--- config.mk ---
export PLATFORM = sky130hd
export DESIGN_NAME = fifo_reader
export DESIGN_NICKNAME = d
export VERILOG_FILES = /design/src/rtl/fifo_pkg.sv /design/src/rtl/fifo_reader_skid.sv /design/src/rtl/fifo_reader.sv
export SDC_FILE = /design/constraint.sdc
export NUM_CORES = 1
export LEC_CHECK = 0
export BUFFER_PORTS_ARGS = -buffer_cell sky130_fd_sc_hd__buf_4
export CAP_MARGIN = 30
export CORE_MARGIN = 2
export CORE_UTILIZATION = 49
export DETAILED_ROUTE_END_ITERATION = 12
export PLACE_DENSITY = 0.75
export SYNTH_ARGS = -nofsm -noshare
export SYNTH_HDL_FRONTEND = slang
export SYNTH_HIERARCHICAL = 1
export SYNTH_SLANG_ARGS = --single-unit
export TNS_END_PERCENT = 1
--- constraint.sdc ---
create_clock -name Clk -period 2.35 [get_ports Clk]
set_clock_uncertainty 0.2 [all_clocks]
set_input_delay 0.1175 -clock Clk [delete_from_list [all_inputs] [get_ports Clk]]
set_output_delay 0.1175 -clock Clk [all_outputs]
set_load 0.005 [all_outputs]
--- src/rtl/fifo_pkg.sv ---
// -----------------------------------------------------------------------------
// fifo_pkg
// Shared definitions for the FIFO reader:
//   WIDTH_DEFAULT : default data width of the FIFO read port / output stream
//   buf_state_e   : output-buffer occupancy state (B0 = empty, B1 = one, B2 = full)
//   rd_state_t    : FSM state = occupancy plus the one-cycle read-in-flight flag
//   occ_count     : occupancy state -> numeric count
//   occ_state     : numeric count -> occupancy state
// -----------------------------------------------------------------------------
package fifo_pkg;

    localparam int WIDTH_DEFAULT = 32;

    typedef enum logic [1:0] {
        B0 = 2'd0,
        B1 = 2'd1,
        B2 = 2'd2
    } buf_state_e;

    typedef struct packed {
        buf_state_e occ;
        logic       inflight;
    } rd_state_t;

    function automatic logic [1:0] occ_count(input buf_state_e s);
        return logic'(s == B2) ? 2'd2 : (s == B1) ? 2'd1 : 2'd0;
    endfunction

    // Counts above 2 cannot occur (the read throttle keeps occ + in-flight
    // at or below 2); they saturate to B2 so the mapping stays total.
    function automatic buf_state_e occ_state(input logic [2:0] n);
        case (n)
            3'd0:    return B0;
            3'd1:    return B1;
            default: return B2;
        endcase
    endfunction

endpackage

--- src/rtl/fifo_reader_skid.sv ---
// -----------------------------------------------------------------------------
// fifo_reader_skid
// Two-entry in-order output buffer. Occupancy is owned by the FSM in
// fifo_reader and passed in; this block only moves data between its two
// registers so that the head word is always in entry 0.
//   Clk        : clock, rising edge
//   Rst        : asynchronous active-low reset
//   push       : write push_data at the tail this cycle
//   pop        : head word is consumed this cycle
//   occ        : current occupancy (B0/B1/B2) from the FSM
//   push_data  : word to append
//   head_data  : head entry (the downstream data word)
// -----------------------------------------------------------------------------
module fifo_reader_skid
    import fifo_pkg::*;
#(
    parameter int WIDTH = WIDTH_DEFAULT
) (
    input  logic             Clk,
    input  logic             Rst,
    input  logic             push,
    input  logic             pop,
    input  buf_state_e       occ,
    input  logic [WIDTH-1:0] push_data,
    output logic [WIDTH-1:0] head_data
);

    logic [WIDTH-1:0] entry0;
    logic [WIDTH-1:0] entry1;

    // NOTE: the buffer registers are reset because the head entry drives the
    // output port directly and must read as zero while in reset; they use
    // non-blocking assignments like every other clocked register.
    always_ff @(posedge Clk or negedge Rst) begin
        if (!Rst) begin
            entry0 <= '0;
            entry1 <= '0;
        end else begin
            case (occ)
                B0: begin
                    if (push) entry0 <= push_data;
                end
                B1: begin
                    // Push with pop: the new word becomes the head directly.
                    if (push && pop) entry0 <= push_data;
                    else if (push)   entry1 <= push_data;
                end
                B2: begin
                    if (pop) begin
                        entry0 <= entry1;
                        if (push) entry1 <= push_data;
                    end
                end
                default: begin
                    entry0 <= entry0;
                end
            endcase
        end
    end

    assign head_data = entry0;

endmodule

--- src/rtl/fifo_reader.sv ---
// -----------------------------------------------------------------------------
// fifo_reader
// Pulls words out of a synchronous-read FIFO (data valid the cycle after the
// read strobe) and presents them as a valid/ready stream with full throughput
// and two cycles of read-to-valid latency.
//   Clk        : clock, rising edge
//   Rst        : asynchronous active-low reset
//   EN         : enable; when low no new FIFO reads are issued
//   EMPTY      : FIFO empty flag
//   fifoData   : FIFO read data, valid the cycle after an accepted RD
//   RD         : FIFO read strobe (combinational)
//   dataOut    : downstream data word (head of the output buffer)
//   VALID      : dataOut holds a word
//   READY      : downstream accepts; transfer on VALID && READY
//   wordCount  : 16-bit wrapping count of completed transfers
//                (present only when FIFO_READER_COUNT_EN is defined)
// -----------------------------------------------------------------------------
module fifo_reader
    import fifo_pkg::*;
#(
    parameter int WIDTH = WIDTH_DEFAULT
) (
    input  logic             Clk,
    input  logic             Rst,
    input  logic             EN,
    input  logic             EMPTY,
    input  logic [WIDTH-1:0] fifoData,
    output logic             RD,
    output logic [WIDTH-1:0] dataOut,
    output logic             VALID,
    input  logic             READY
`ifdef FIFO_READER_COUNT_EN
    ,
    output logic [15:0]      wordCount
`endif
);

    rd_state_t  state;
    rd_state_t  state_next;
    logic       pop;
    logic [2:0] pending;

    assign VALID = (state.occ != B0);
    assign pop   = VALID && READY;

    // NOTE: every output of this block gets a value before any branch so no
    // latch is inferred.
    always_comb begin
        state_next = '0;
        // Words that will be held after this edge: buffered + arriving - leaving.
        pending = {1'b0, occ_count(state.occ)} + {2'b00, state.inflight}
                  - {2'b00, pop};
        // A read is only issued if its word is guaranteed a slot, which keeps
        // occ + inflight <= 2 and makes buffer overflow impossible. Rst gates
        // the strobe so the FIFO is never popped while this block is in reset.
        RD = Rst && EN && !EMPTY && (pending < 3'd2);
        state_next.occ      = occ_state(pending);
        state_next.inflight = RD && !EMPTY;
    end

    always_ff @(posedge Clk or negedge Rst) begin
        if (!Rst) begin
            state <= '{occ: B0, inflight: 1'b0};
        end else begin
            state <= state_next;
        end
    end

    fifo_reader_skid #(
        .WIDTH(WIDTH)
    ) u_skid (
        .Clk       (Clk),
        .Rst       (Rst),
        .push      (state.inflight),
        .pop       (pop),
        .occ       (state.occ),
        .push_data (fifoData),
        .head_data (dataOut)
    );

    overflow_a: assert property (@(posedge Clk) disable iff (!Rst)
        !(state.inflight && state.occ == B2 && !pop));

`ifdef FIFO_READER_COUNT_EN
    always_ff @(posedge Clk or negedge Rst) begin
        if (!Rst) begin
            wordCount <= 16'd0;
        end else if (pop) begin
            wordCount <= wordCount + 16'd1;
        end
    end
`else
    // No transfer counter in this build.
`endif

endmodule

---- Word-level counts from Yosys, hierarchy flattened ----
Cells that the tools add are included.
word-level totals
  bits in registers ....................... 67
  input bits .............................. 37
  output and inout port bits .............. 34
  word-level logic and storage cells ...... 39
operators by class
  $add $sub $neg .......................... 2
  $lt $le $gt $ge ......................... 1
  eq/ne operators ......................... 7
  muxes and demuxes ....................... 11
  reduce and logical (&&, ||, !) cells .... 14
operators with widths
  kind                                                        count
  2-to-1 mux 32 bit                                           6
  one-hot mux 32 bit (3 select lines)                         1
  one-hot mux 32 bit (2 select lines)                         1
  logical AND 1 bit                                           6
  inequality test 2 bit, second input constant                3
  one-hot mux 2 bit (2 select lines)                          1
  AND reduction 4 bit                                         1
  nonzero test 2 bit                                          2
  adder 2 x 1 -> 3 bit                                        1
  == test 3 x 1 -> 1 bit, second input constant               1
  logical NOT 3 bit                                           1
  less-than comparator 3 x 2 -> 1 bit, second input constant  1
  AND reduction 3 bit                                         1
  nonzero test 3 bit                                          1
  subtractor 3 x 1 -> 3 bit                                   1
  == test 2 x 1 -> 1 bit, second input constant               1
  == test 2 bit, second input constant                        1
  logical NOT 2 bit                                           1
  2-to-1 mux 2 bit                                            1
  inequality test 2 x 1 -> 1 bit, second input constant       1
  logical NOT 1 bit                                           1
  2-to-1 mux 1 bit                                            1

---- Logic depth before layout (Yosys ltp) ----
  word-level depth ........................ 8
  gate-level depth with buffers ........... 8
  depth with buffers taken out ............ 8

---- Hierarchy ----
Netlist, hierarchy kept.
modules (own cells, without submodules)
  module            instances  cells each  area each (sq um)
  fifo_reader_skid  1          182         3,002.9
  fifo_reader       1          18          206.4

---- Worst setup path before layout ----
No wires, ideal clock.
  path kind ............................... reg-to-output
  start point ............................. register state[2] (netlist name)
  end point ............................... output RD
  data arrival time ....................... 2.216 ns
  data required time ...................... 2.033 ns
  setup slack ............................. -0.184 ns
  cell stages (with the launch flop) ...... 9
  path buffers ............................ 0
  cells stage by stage .................... dfrtp_1 or2_1 and2_1 ha_1 inv_1 ha_1 fa_1 xor2_2 nor4_1
RTL lines
  item                                 RTL line           source
  start: declaration                   fifo_reader.sv:38  rd_state_t state;
  start signal: assignment             fifo_reader.sv:63  state <= '{occ: B0, inflight: 1'b0};
  start signal: assignment             fifo_reader.sv:65  state <= state_next;
  nonzero test 2 bit                   fifo_reader.sv:43  assign VALID = (state.occ != B0);
  net VALID                            fifo_reader.sv:30  output logic VALID,
  logical AND 1 bit                    fifo_reader.sv:44  assign pop = VALID && READY;
  net pop                              fifo_reader.sv:40  logic pop;
  subtractor 3 x 1 -> 3 bit            fifo_reader.sv:52  - {2'b00, pop};
  less-than comparator 3 x 2 -> 1 bit  fifo_reader.sv:56  RD = Rst && EN && !EMPTY && (pending < 3'd2);
  logical AND 1 bit                    fifo_reader.sv:56
  end: declaration                     fifo_reader.sv:28  output logic RD,
The timed path passes the listed nets, and every way through them passes these cells.

---- Final worst setup path ----
  start point ............................. register state[1] (netlist name)
  end point ............................... output RD
RTL lines
  item                                 RTL line
  nonzero test 2 bit                   fifo_reader.sv:43
  logical AND 1 bit                    fifo_reader.sv:44
  net pop                              fifo_reader.sv:40
  subtractor 3 x 1 -> 3 bit            fifo_reader.sv:52
  less-than comparator 3 x 2 -> 1 bit  fifo_reader.sv:56
  logical AND 1 bit                    fifo_reader.sv:56
The timed path passes the listed nets, and every way through them passes these cells.

==> results_dict.tcl <==
set metrics [dict create \
    globalplace.congestion 0.701 \
    cellLeakagePower_nw 2.26 \
    area_growth_syn_to_layout_pct 38.8 \
    drv_cap 0 \
    synth_adder_area_share_pct 2.57 \
    cts_max_path_buffers 2 \
    setup_ws_ps -386 \
    ir_worst_vdd_mv 0.767 \
    grt_pass1_vias 2192 \
    routedWlPerCell_um 15.2 \
    max_freq_mhz 365 \
    die_x_um 84.9 \
    synth-edff-count 0 \
    end_kind "primary output" \
    p_int_w 0.00364 \
    combinationalPowerShare_pct 47.2 \
    hp-class "in2async" \
    slew_viol_final 0 \
    r2r_cells 9 \
    synth_compound_area_share_pct 1.09 \
    status "complete, but fails checks" \
    grt-ovfl-total 0 \
    vias_per_cell 5.08 \
    p_sw_share_pct 29.1 \
    avgSynthCellArea_um2 16.0 \
    antennaDiodeCount 0 \
    syn_inst 200 \
    synth_most_common_cell "dfrtp_1" \
    tritoncts "built" \
    ios 71 \
    synth-async-reset-ratio_pct 100 \
    yosys.area.top_type_share_pct 52.2 \
    synth-seq-cells 67 \
    tns_ps -446 \
    cp.arrival_ps 2420 \
    placed_area_um2 3910 \
    power.density_nw_per_um2 1150 \
    num_vias 2037 \
    clkPwrFrac_pct 16.3 \
    rsz0062_at_grt "true" \
    hold_violations 0 \
    ctsRootBufferMaster "clkbuf_8" \
    timing.rr.end "state[2]$_DFF_PN0_" \
    dp_cells 350 \
    initial_core_util_pct 50.5 \
    path_class "reg2out" \
    fp.dieH_um 84.9 \
    fin_nets 364 \
    rows 29 \
    syn-cell-area_um2 3210 \
    final_cells 401 \
    nFillCells 442 \
    die-area_um2 7210 \
    syn-num-nets 243 \
    synthMuxAreaShare_pct 37.5 \
    max_slew_margin_pct 60.1 \
    port_buffers 70 \
    power_switching_w 0.00149 \
    drive_gt1_share_pct 64.2 \
    drt_iter0_markers 24 \
    synth_common_cells "dfrtp_1, mux2_2, mux2_4" \
    synth-seq-area-share_pct 52.2 \
    ff2ff_setup_slack_ps -50 \
    first_pass_iters 3 \
    wirelength_mm 6.08 \
    crit_fanout 2 \
    ys_warn_count 6 \
    drcViolationCount 0 \
    synth_xor_area_share_pct 0.507 \
    ant_nets 0 \
    critPathRequiredTime_ps 2030 \
    clkSinkCount 67 \
    r2r-start "state[1]$_DFF_PN0_" \
    whs_ps 20.5 \
    finalCritPeriodShare_pct 116 \
    synth_largest_area_cell "dfrtp_1" \
    grt_antenna_before_repair 0 \
    cts_buffers 9 \
    insertion_delay_ps 330 \
    yosys.area_share.simple_pct 2.69 \
    period_needed_ps 2740 \
    clk_pin_slew_ps 70 \
    violations "negative setup slack" \
    yosysUniqueCellTypes 20 \
    setup_viol 3 \
    dp_hpwl_mm 3.87 \
    worst-slew-pin-transition_ps 599 \
    final_util_pct 70.1 \
    grt_usage_pct 17.9 \
    htreeDepth 3 \
    synth_top_family_by_area "multiplexers" \
    synth-main-ff-cell "dfrtp_1" \
    grt_max_degree 48 \
    crit_path_start_kind "register" \
    core_area_um2 6350 \
    grt_first_pass_wirelength_mm 10.1 \
    final_area_um2 4450 \
    seqPwrFrac_pct 36.5 \
    synth_top_cells_by_area "dfrtp_1, mux2_2, mux2_4" \
]
-- power groups by stage --
stage	Sequential [W]	Clock (W)	Combinational, W
4_1_cts	0.00188	0.000867	0.00244
5_1_grt	0.00193	0.000917	0.00261
3_5_place_dp	0.00188	0	0.00235
3_3_place_gp	0.00187	0	0.00229
2_1_floorplan	0.00186	0	0.00168
6_report	0.00188	0.000836	0.00242
-- area by class of cell --
type                            count  area (um^2)  area share [%]
Sequential cell                    67         1680            37.6
Multi-Input combinational cell    118         1480            33.3
Timing Repair Buffer              120         1010            22.8
Clock buffer                       12          155            3.48
Tap cell                           77         96.3            2.16
Inverter                            5         18.8           0.421
Clock inverter                      2         12.5           0.281
-- state kept, by name, summed over array words and instances, names as in the netlist --
signal            flops
state                 3
u_skid/entry1        32
u_skid/head_data     32
-- cells by family after synthesis --
logic type,after synthesis
buffers and inverters,15
flip-flops,67
AND/OR/NAND/NOR,12
multiplexers,97
adder cells (fa/ha/maj),6
AO/OA/AOI/OAI,2
XOR/XNOR,1
-- per-stage QoR --
stage	setup slack (ps)	power, W
floorplan	-34.8	0.00354
global placement	-40.2	0.00416
detailed placement	-92.3	0.00423
CTS	-416	0.00518
global route	-490	0.00546
finish	-386	0.00513
-- worst max-delay path, stage by stage (launching register included) --
cell and delay [ps]:
dfrtp_1 370, or2_1 240, and2_4 150, ha_4 260
inv_2 40, ha_4 150, fa_2 350, xor2_2 170
nor4_2 210, buf_4 150
-- routing by layer --
metal / wire length (um) / global-route usage, %
met1: 2700 / 23.2
met2: 2990 / 28.8
met3: 311 / 4.18
met4: 81 / 8.23
met5: 0 / 0
-- worst max-delay path by stage --
stage                       start  to  slack [ps]  cells after the start
2_1_floorplan  state[2]$_DFF_PN0_  RD         -30                      8
3_3_place_gp   state[2]$_DFF_PN0_  RD         -40                      9
3_5_place_dp   state[2]$_DFF_PN0_  RD         -90                      9
4_1_cts        state[2]$_DFF_PN0_  RD        -420                      9
5_1_grt        state[1]$_DFF_PN0_  RD        -490                      9
6_report       state[1]$_DFF_PN0_  RD        -390                      9
-- what timing repair did --
action / 4_1_cts / 5_1_grt
endpoints found under the hold margin: 132 / 0
buffers inserted: 2 / 0
endpoints found under the setup margin: 4 / 4
gates resized for setup: 1 / 1
hold buffers: 35 / 0
pin swaps: 3 / 0
-- layout by cell type (no fill, tap or decap), drive strengths merged --
master	Yosys	routed
xor2	1	1
and2	1	1
nor3b	2	2
dlygate4sd3	0	35
mux2	96	96
mux2i	1	1
a221oi	1	1
dfrtp	67	67
inv	5	5
and3b	1	1
o21ai	1	1
nor4	2	2
clkinvlp	0	1
nand2b	2	2
or2	2	2
nand2	2	2
fa	1	1
ha	5	5
clkinv	0	1
buf	7	85
clkbuf	3	12
No activity file was read; power rests on OpenSTA's default activity.
